--- config.mk ---
export PLATFORM = sky130hd
export DESIGN_NAME = time_keeper_flat
export DESIGN_NICKNAME = d
export VERILOG_FILES = /design/src/rtl/time_keeper_if.sv /design/src/rtl/time_keeper.sv /design/src/flat_wrapper.sv
export SDC_FILE = /design/constraint.sdc
export NUM_CORES = 1
export LEC_CHECK = 0
export BUFFER_PORTS_ARGS = -buffer_cell sky130_fd_sc_hd__buf_2
export CAP_MARGIN = 30
export CELL_PAD_IN_SITES_DETAIL_PLACEMENT = 0
export CELL_PAD_IN_SITES_GLOBAL_PLACEMENT = 1
export CORE_ASPECT_RATIO = 2
export CORE_MARGIN = 1
export CORE_UTILIZATION = 49
export DETAILED_ROUTE_END_ITERATION = 10
export PLACE_DENSITY = 0.88
export SYNTH_ARGS = -nofsm -noshare
export SYNTH_HDL_FRONTEND = slang
export SYNTH_SLANG_ARGS = --single-unit
export TNS_END_PERCENT = 50
--- constraint.sdc ---
create_clock -name clk -period 4.8 [get_ports clk]
set_input_delay 0.48 -clock clk [delete_from_list [all_inputs] [get_ports clk]]
set_output_delay 0.48 -clock clk [all_outputs]
set_load 0.05 [all_outputs]
--- src/rtl/time_keeper_if.sv ---
// Time-of-day keeper handshake bundle.
// Mode/button inputs from the panel and time outputs to the display.
interface time_keeper_if;
  logic        set_mode;
  logic        inc_hour;
  logic        inc_min;
  logic [16:0] disp_time;
  logic        sec_tick;
  logic        day_wrap;

  modport master (
    output set_mode,
    output inc_hour,
    output inc_min,
    input  disp_time,
    input  sec_tick,
    input  day_wrap
  );

  modport slave (
    input  set_mode,
    input  inc_hour,
    input  inc_min,
    output disp_time,
    output sec_tick,
    output day_wrap
  );
endinterface

--- src/rtl/time_keeper.sv ---
// Time-of-day source: one-second prescaler, hh/mm/ss counters, RUN/SET mode.
// disp_time is seconds since midnight, registered one cycle after the counters.
module time_keeper #(
  parameter int TICKS_PER_SEC = 100000000,
  parameter int RESET_TIME    = 0
) (
  input logic          clk,
  input logic          reset,
  time_keeper_if.slave tk
);

  localparam int PW = $clog2(TICKS_PER_SEC);
  localparam logic [PW-1:0] PRESC_MAX = PW'(TICKS_PER_SEC - 1);
  localparam logic [4:0]  RST_HH   = 5'(RESET_TIME / 3600);
  localparam logic [5:0]  RST_MM   = 6'((RESET_TIME % 3600) / 60);
  localparam logic [5:0]  RST_SS   = 6'(RESET_TIME % 60);
  localparam logic [16:0] RST_DISP = 17'(RESET_TIME);

  typedef enum logic {
    RUN = 1'b0,
    SET = 1'b1
  } state_t;

  state_t state;
  state_t state_nxt;

  logic [PW-1:0] presc;
  logic [4:0]    hh;
  logic [5:0]    mm;
  logic [5:0]    ss;

  logic terminal;
  logic count_en;
  logic tick_en;
  logic enter_set;
  logic edit_en;
  logic ss_wrap;
  logic mm_wrap;
  logic hh_wrap;
  logic mm_carry;
  logic hh_carry;

  logic [16:0] hh_x;
  logic [16:0] mm_x;
  logic [16:0] hh_secs;
  logic [16:0] mm_secs;

  always_ff @(posedge clk or posedge reset) begin
    if (reset) state <= RUN;
    else       state <= state_nxt;
  end

  always_comb begin
    state_nxt = state;
    unique case (state)
      RUN: if (tk.set_mode)  state_nxt = SET;
      SET: if (!tk.set_mode) state_nxt = RUN;
      default: state_nxt = RUN;
    endcase
  end

  // The mode-change edge itself never counts a tick.
  always_comb begin
    count_en  = 1'b0;
    enter_set = 1'b0;
    edit_en   = 1'b0;
    unique case (state)
      RUN: begin
        count_en  = !tk.set_mode;
        enter_set = tk.set_mode;
      end
      SET: edit_en = 1'b1;
      default: ;
    endcase
  end

  assign terminal = presc == PRESC_MAX;
  assign tick_en  = count_en && terminal;
  assign ss_wrap  = ss == 6'd59;
  assign mm_wrap  = mm == 6'd59;
  assign hh_wrap  = hh == 5'd23;
  assign mm_carry = tick_en && ss_wrap;
  assign hh_carry = mm_carry && mm_wrap;

  always_ff @(posedge clk or posedge reset) begin
    if (reset)                     presc <= '0;
    else if (count_en && !terminal) presc <= presc + 1'b1;
    else                           presc <= '0;
  end

  always_ff @(posedge clk or posedge reset) begin
    if (reset)          ss <= RST_SS;
    else if (enter_set) ss <= '0;
    else if (tick_en)   ss <= ss_wrap ? 6'd0 : ss + 6'd1;
  end

  always_ff @(posedge clk or posedge reset) begin
    if (reset)
      mm <= RST_MM;
    else if (mm_carry || (edit_en && tk.inc_min))
      mm <= mm_wrap ? 6'd0 : mm + 6'd1;
  end

  always_ff @(posedge clk or posedge reset) begin
    if (reset)
      hh <= RST_HH;
    else if (hh_carry || (edit_en && tk.inc_hour))
      hh <= hh_wrap ? 5'd0 : hh + 5'd1;
  end

  // 3600 = 2048+1024+512+16, 60 = 32+16+8+4
  assign hh_x    = 17'(hh);
  assign mm_x    = 17'(mm);
  assign hh_secs = (hh_x << 11) + (hh_x << 10) + (hh_x << 9) + (hh_x << 4);
  assign mm_secs = (mm_x << 5) + (mm_x << 4) + (mm_x << 3) + (mm_x << 2);

  always_ff @(posedge clk or posedge reset) begin
    if (reset) begin
      tk.disp_time <= RST_DISP;
      tk.sec_tick  <= 1'b0;
      tk.day_wrap  <= 1'b0;
    end else begin
      tk.disp_time <= hh_secs + mm_secs + 17'(ss);
      tk.sec_tick  <= tick_en;
      tk.day_wrap  <= hh_carry && hh_wrap;
    end
  end

endmodule

--- src/flat_wrapper.sv ---
// flat-port wrapper written by rule: the top's interface ports become plain ports
module time_keeper_flat 
#(
  parameter int TICKS_PER_SEC = 100000000,
  parameter int RESET_TIME    = 0
)
  (clk, reset, tk_set_mode, tk_inc_hour, tk_inc_min, tk_disp_time, tk_sec_tick, tk_day_wrap);
  time_keeper_if tk_i ();
  input logic clk;
  input logic reset;
  input wire logic [$bits(tk_i.set_mode)-1:0] tk_set_mode;
  input wire logic [$bits(tk_i.inc_hour)-1:0] tk_inc_hour;
  input wire logic [$bits(tk_i.inc_min)-1:0] tk_inc_min;
  output wire logic [$bits(tk_i.disp_time)-1:0] tk_disp_time;
  output wire logic [$bits(tk_i.sec_tick)-1:0] tk_sec_tick;
  output wire logic [$bits(tk_i.day_wrap)-1:0] tk_day_wrap;
  assign tk_i.set_mode = tk_set_mode;
  assign tk_i.inc_hour = tk_inc_hour;
  assign tk_i.inc_min = tk_inc_min;
  assign tk_disp_time = tk_i.disp_time;
  assign tk_sec_tick = tk_i.sec_tick;
  assign tk_day_wrap = tk_i.day_wrap;
  time_keeper #(.TICKS_PER_SEC(TICKS_PER_SEC), .RESET_TIME(RESET_TIME)) u_core (.clk(clk), .reset(reset), .tk(tk_i));
endmodule
## After elaboration in Yosys (flattened, before gate mapping)

Index checks and enable logic that the tools add are counted.

- Flip-flop bits (word level): 64
- Input port bits: 5
- Output and inout port bits: 19
- Logic and storage cells: 46

- $add $sub $neg: 12
- Equal/unequal tests: 4
- Muxes and demuxes: 10
- Reductions and logical operators: 12

Operator list:

| kind | number |
|---|---|
| 17-bit by 9-bit adder with 17-bit output | 2 |
| 27-bit by 1-bit adder with 27-bit output, second input constant | 1 |
| 27-bit equality test, second input constant | 1 |
| 27-bit 2-to-1 mux | 1 |
| 6-bit 2-to-1 mux | 4 |
| 16-bit by 15-bit adder with 17-bit output | 1 |
| 17-bit by 14-bit adder with 17-bit output | 1 |
| 17-bit adder | 1 |
| 17-bit by 6-bit adder with 17-bit output | 1 |
| 17-bit by 8-bit adder with 17-bit output | 1 |
| 11-bit by 10-bit adder with 12-bit output | 1 |
| 6-bit by 1-bit adder with 6-bit output, second input constant | 2 |
| 6-bit equality test, second input constant | 2 |
| 1-bit logical AND | 7 |
| 5-bit by 1-bit adder with 5-bit output, second input constant | 1 |
| 5-bit equality test, second input constant | 1 |
| 5-bit 2-to-1 mux | 1 |
| 1-bit 2-to-1 mux | 4 |
| 1-bit zero test | 2 |
| 1-bit logical OR | 2 |
| 2-bit nonzero test | 1 |

## Logic depth before layout (Yosys ltp)

- Word-level depth: 6
- Depth in mapped cells: 16
- Depth with buffers taken out: 16

## Worst setup path after synthesis

Ideal clock, no wire load.

- Path type: reg-to-reg
- From: reg u_core.mm[0]
- To: reg u_core.tk.disp_time[15]
- Setup time: 87 ps
- Arrival: 3963 ps
- Data required time: 4713 ps
- Slack: 751 ps
- Stages on the path, launching flop included: 16
- Path buffers: 0
- Period minus slack after synthesis: 4049 ps
- Cell sequence: dfrtp_1 -> ha_1 -> inv_1 -> fa_1 -> xor2_1 -> fa_1 -> inv_1 -> fa_1 -> inv_1 -> ha_1 -> ha_1 -> nor2b_1 -> o2111ai_1 -> nand3_1 -> a2111o_1 -> o211ai_1

- Longest elaborated chain between the ends: 5

Ends and longest elaborated chain:

| what | RTL line | RTL |
|---|---|---|
| start, declared | time_keeper.sv:29 | `logic [5:0] mm;` |
| start signal, assigned | time_keeper.sv:101 | `mm <= mm_wrap ? 6'd0 : mm + 6'd1;` |
| 11-bit by 10-bit adder with 12-bit output | time_keeper.sv:115 | `assign mm_secs = (mm_x << 5) + (mm_x << 4) + (mm_x << 3) + (mm_x << 2);` |
| 17-bit by 9-bit adder with 17-bit output | time_keeper.sv:115 |  |
| 17-bit by 8-bit adder with 17-bit output (*) | time_keeper.sv:115 |  |
| 17-bit adder (*) | time_keeper.sv:123 | `tk.disp_time <= hh_secs + mm_secs + 17'(ss);` |
| 17-bit by 6-bit adder with 17-bit output (*) | time_keeper.sv:123 |  |
| end signal, assigned | time_keeper.sv:123 |  |
| end, declared | time_keeper_if.sv:24 | `output disp_time,` |

Mark *: on every way between the ends. The rest lies on a longest branch, timed or not.
A chain may end at the register's enable or synchronous reset.

## Final worst setup path

- From: reg u_core.mm[0]
- To: reg u_core.tk.disp_time[16]

The elaborated chain is that of the path after synthesis.

==> flow_summary_export.csv <==
group,metric,value,unit
clocking,cts_setup_buffers,0,
global_route,grt_pass1_wl,16130,um
floorplan,initial_core_util,0.5052,
route,routedWlPerCell,17.69,um
clocking,ctsHoldBuffers,0,
yosys,syn_nets,508,
floorplan,placementRows,48,
critical_path,critPathKind,"flop to flop",
route,detail-route-antenna-nets,0,
critical_path,cp.arrival,4.71,ns
clocking,clkSinkCount,64,
critical_path,startpoint_type,"flop",
clocking,cts_buffers,9,
clocking,clockRootBuffer,"clkbuf_16",
floorplan,die_w,68.77,um
yosys,synth_ff_type,"dfrtp_1",
sta,tightest_slew,0.8787,ns
critical_path,cp-end-kind,"flop",
yosys,yosys-top-cells-area,"dfrtp_1 (37%), ha_1 (13%), fa_1 (9.2%), nor2_1 (4.2%), xnor2_1 (4.0%)",
floorplan,core,8648,um2
layout,nFillCells,804,
yosys,ys_seq_elements,64,
critical_path,crit_path_end,"u_core.tk.disp_time[16]",
global_route,gr-total-overflow,0,
floorplan,pin_count,24,
global_route,antenna_found_initial,0,
clocking,clkTransAtPathRegs,0.06,ns
placed_design,routabilityCongestion,0.9635,
critical_path,regToRegSetupSlack,0.29,ns
route,via_count,3362,
sta,setup-violations-final,0,
min_path,hp-class,"input pin to asynchronous set/reset pin",
sta,hold_viol_final,0,
route,drc_errors,0,
clocking,clockBufferDepth,2,
route,vias_per_cell,5.888,
critical_path,rr_endpoint,"u_core.tk.disp_time[16]",
global_route,grt_max_degree,65,
layout,areaGrowthSynthToFinish,11.51,%
clocking,cts_resized,0,
route,dr.pass1.iters,4,
yosys,netlist_instances,438,
yosys,yosysTopAreaCell,"dfrtp_1",
run,cap_violations,0,
global_route,grt_pass1_vias,3443,
critical_path,critPathRequiredTime,5.00,ns
layout,insertedDiodeCount,0,
clocking,cts_tree,"yes",
sta,rsz0062_at_grt,"no",
layout,drive_gt1_frac,0.1125,
sta,tns,0,ns
route,routed_wl,10100,um
critical_path,reg2regPathDepth,15,
placed_design,dpl.hpwl,7647,um
sta,fin_skew,0.004269,ns
status,status,"finished clean",
sta,fmax,222.0,MHz
route,first_iter_violations,169,
yosys,ys_types,55,
yosys,synth_edf_count,0,
critical_path,r2r-start,"u_core.mm[0]",
sta,timing.slew.headroom,0.4128,
yosys,synth_area,4369,um2
floorplan,die_h,135.5,um
yosys,post_synth.cell_area_avg,9.975,um2
layout,final_cell_mix,"dfrtp_1 (64), nor2_1 (49), ha_1 (45), nand2_1 (36), inv_1 (36)",
layout,final_common_cell,"dfrtp_1",
yosys,async_reset_ff_frac,1.000,
yosys,synth_top_area_share,0.3666,
sta,slew_viol_final,0,
placed_design,portBuffers,23,
clocking,clk-insertion-delay-late,0.33,ns
sta,period_share,0.9386,
yosys,synth.yosys.seq_area_share,0.3666,
sta,period_needed,4.505,ns
global_route,grt_use_total,0.2413,
critical_path,path_max_fanout,9,
yosys,yosys_warnings,0,
layout,fin_nets,537,
clocking,htreeDepth,3,
critical_path,crit_start,"u_core.mm[0]",
floorplan,die_area,9321,um2
-- per-layer routing --
metal	up-vias	routed length (um)	GRT usage
met5	-	0	0
met1	1665	3543	0.2288
met3	33	271	0.04545
met4	0	512	0.1417
met2	79	5772	0.4493
li1	1585	-	-
-- registers in the layout, summed over array words and instances (netlist names) --
register	cells
u_core.tk.disp_time	17
u_core.ss	6
u_core.tk.sec_tick	1
u_core.presc	27
u_core.state	1
u_core.tk.day_wrap	1
u_core.mm	6
u_core.hh	5
-- per-stage QoR --
stage	instance area [um2]	utilization	hold WS [ns]	setup WS, ns	cells
detailed placement	4598	0.5317	0.4395	0.3167	556
floorplan	4369	-	0.4171	0.7509	438
global placement	4591	0.5308	0.4427	0.4248	555
finish	4872	0.5634	0.3759	0.2947	571
global route	4872	0.5634	0.3972	0.09935	571
CTS	4872	0.5634	0.3835	0.2939	571
-- synthesized netlist by cell type, types with 2 or more instances --
cell and n:
or3_1 2, ha_1 45, nand3_1 22, o31ai_1 2, nor2b_1 3, o2bb2ai_1 2, nand2_1 36, o211ai_1 5
and4_1 2, nor4_1 3, and2_1 3, o41ai_1 4, nand4_1 12, and3_1 7, a21oi_1 9, dfrtp_1 64
mux2i_1 3, o21bai_1 3, fa_1 20, nor3_1 9, o2111ai_1 3, a31oi_1 4, o21ai_0 9, xnor2_1 20
nor2_1 49, clkbuf_1 7, nand4b_1 2, mux2_2 2, xor2_1 19, o311ai_0 2, inv_1 37, and4b_1 2
nand3b_1 2, o221ai_1 3
-- kinds of logic (layout without fill, tap and decap cells) --
kind of cell             Yosys count  count (layout)  share of synthesized area
AO/OA/AOI/OAI                     55              55                    0.09135
flip-flops                        64              64                     0.3666
AND/OR/NAND/NOR                  166             166                     0.1936
multiplexers                       5               5                    0.01203
buffers and inverters             44              77                    0.03780
XOR/XNOR                          39              39                    0.07818
adder cells (fa/ha/maj)           65              65                     0.2205
-- layout make-up --
class / instances / area, um2 / share of cell area
inverters: 37 / 138.9 / 0.02851
flip-flops and latches: 64 / 1602 / 0.3287
clock inverters: 3 / 17.52 / 0.003595
multi-input cells: 330 / 2603 / 0.5342
well taps: 100 / 125.1 / 0.02568
clock buffers: 12 / 256.5 / 0.05265
repair buffers: 25 / 130.1 / 0.02671
-- worst min path at each step --
stage,from,end,slack (ns),cells past startpoint
finish,reset,u_core.mm[2],0.38,3
global placement,u_core.ss[1],u_core.tk.disp_time[1],0.44,0
detailed placement,u_core.ss[1],u_core.tk.disp_time[1],0.44,0
CTS,tk_set_mode,u_core.state,0.38,1
global route,tk_set_mode,u_core.state,0.40,1
floorplan,u_core.ss[1],u_core.tk.disp_time[1],0.42,0
-- worst max-delay path, stage by stage (launching register included) --
cell and delay, ns:
dfrtp_1 0.54, ha_1 0.32, inv_1 0.12, fa_1 0.42, xor2_1 0.17, fa_1 0.49
inv_1 0.05, fa_1 0.50, inv_1 0.04, ha_1 0.28, ha_1 0.34, nand3_1 0.15
o2111ai_1 0.31, a21oi_1 0.13, o21ai_0 0.37, xnor2_1 0.13
Power is not shown: default switching activity piles up to over one toggle a cycle in this logic, so the estimate is an artifact.
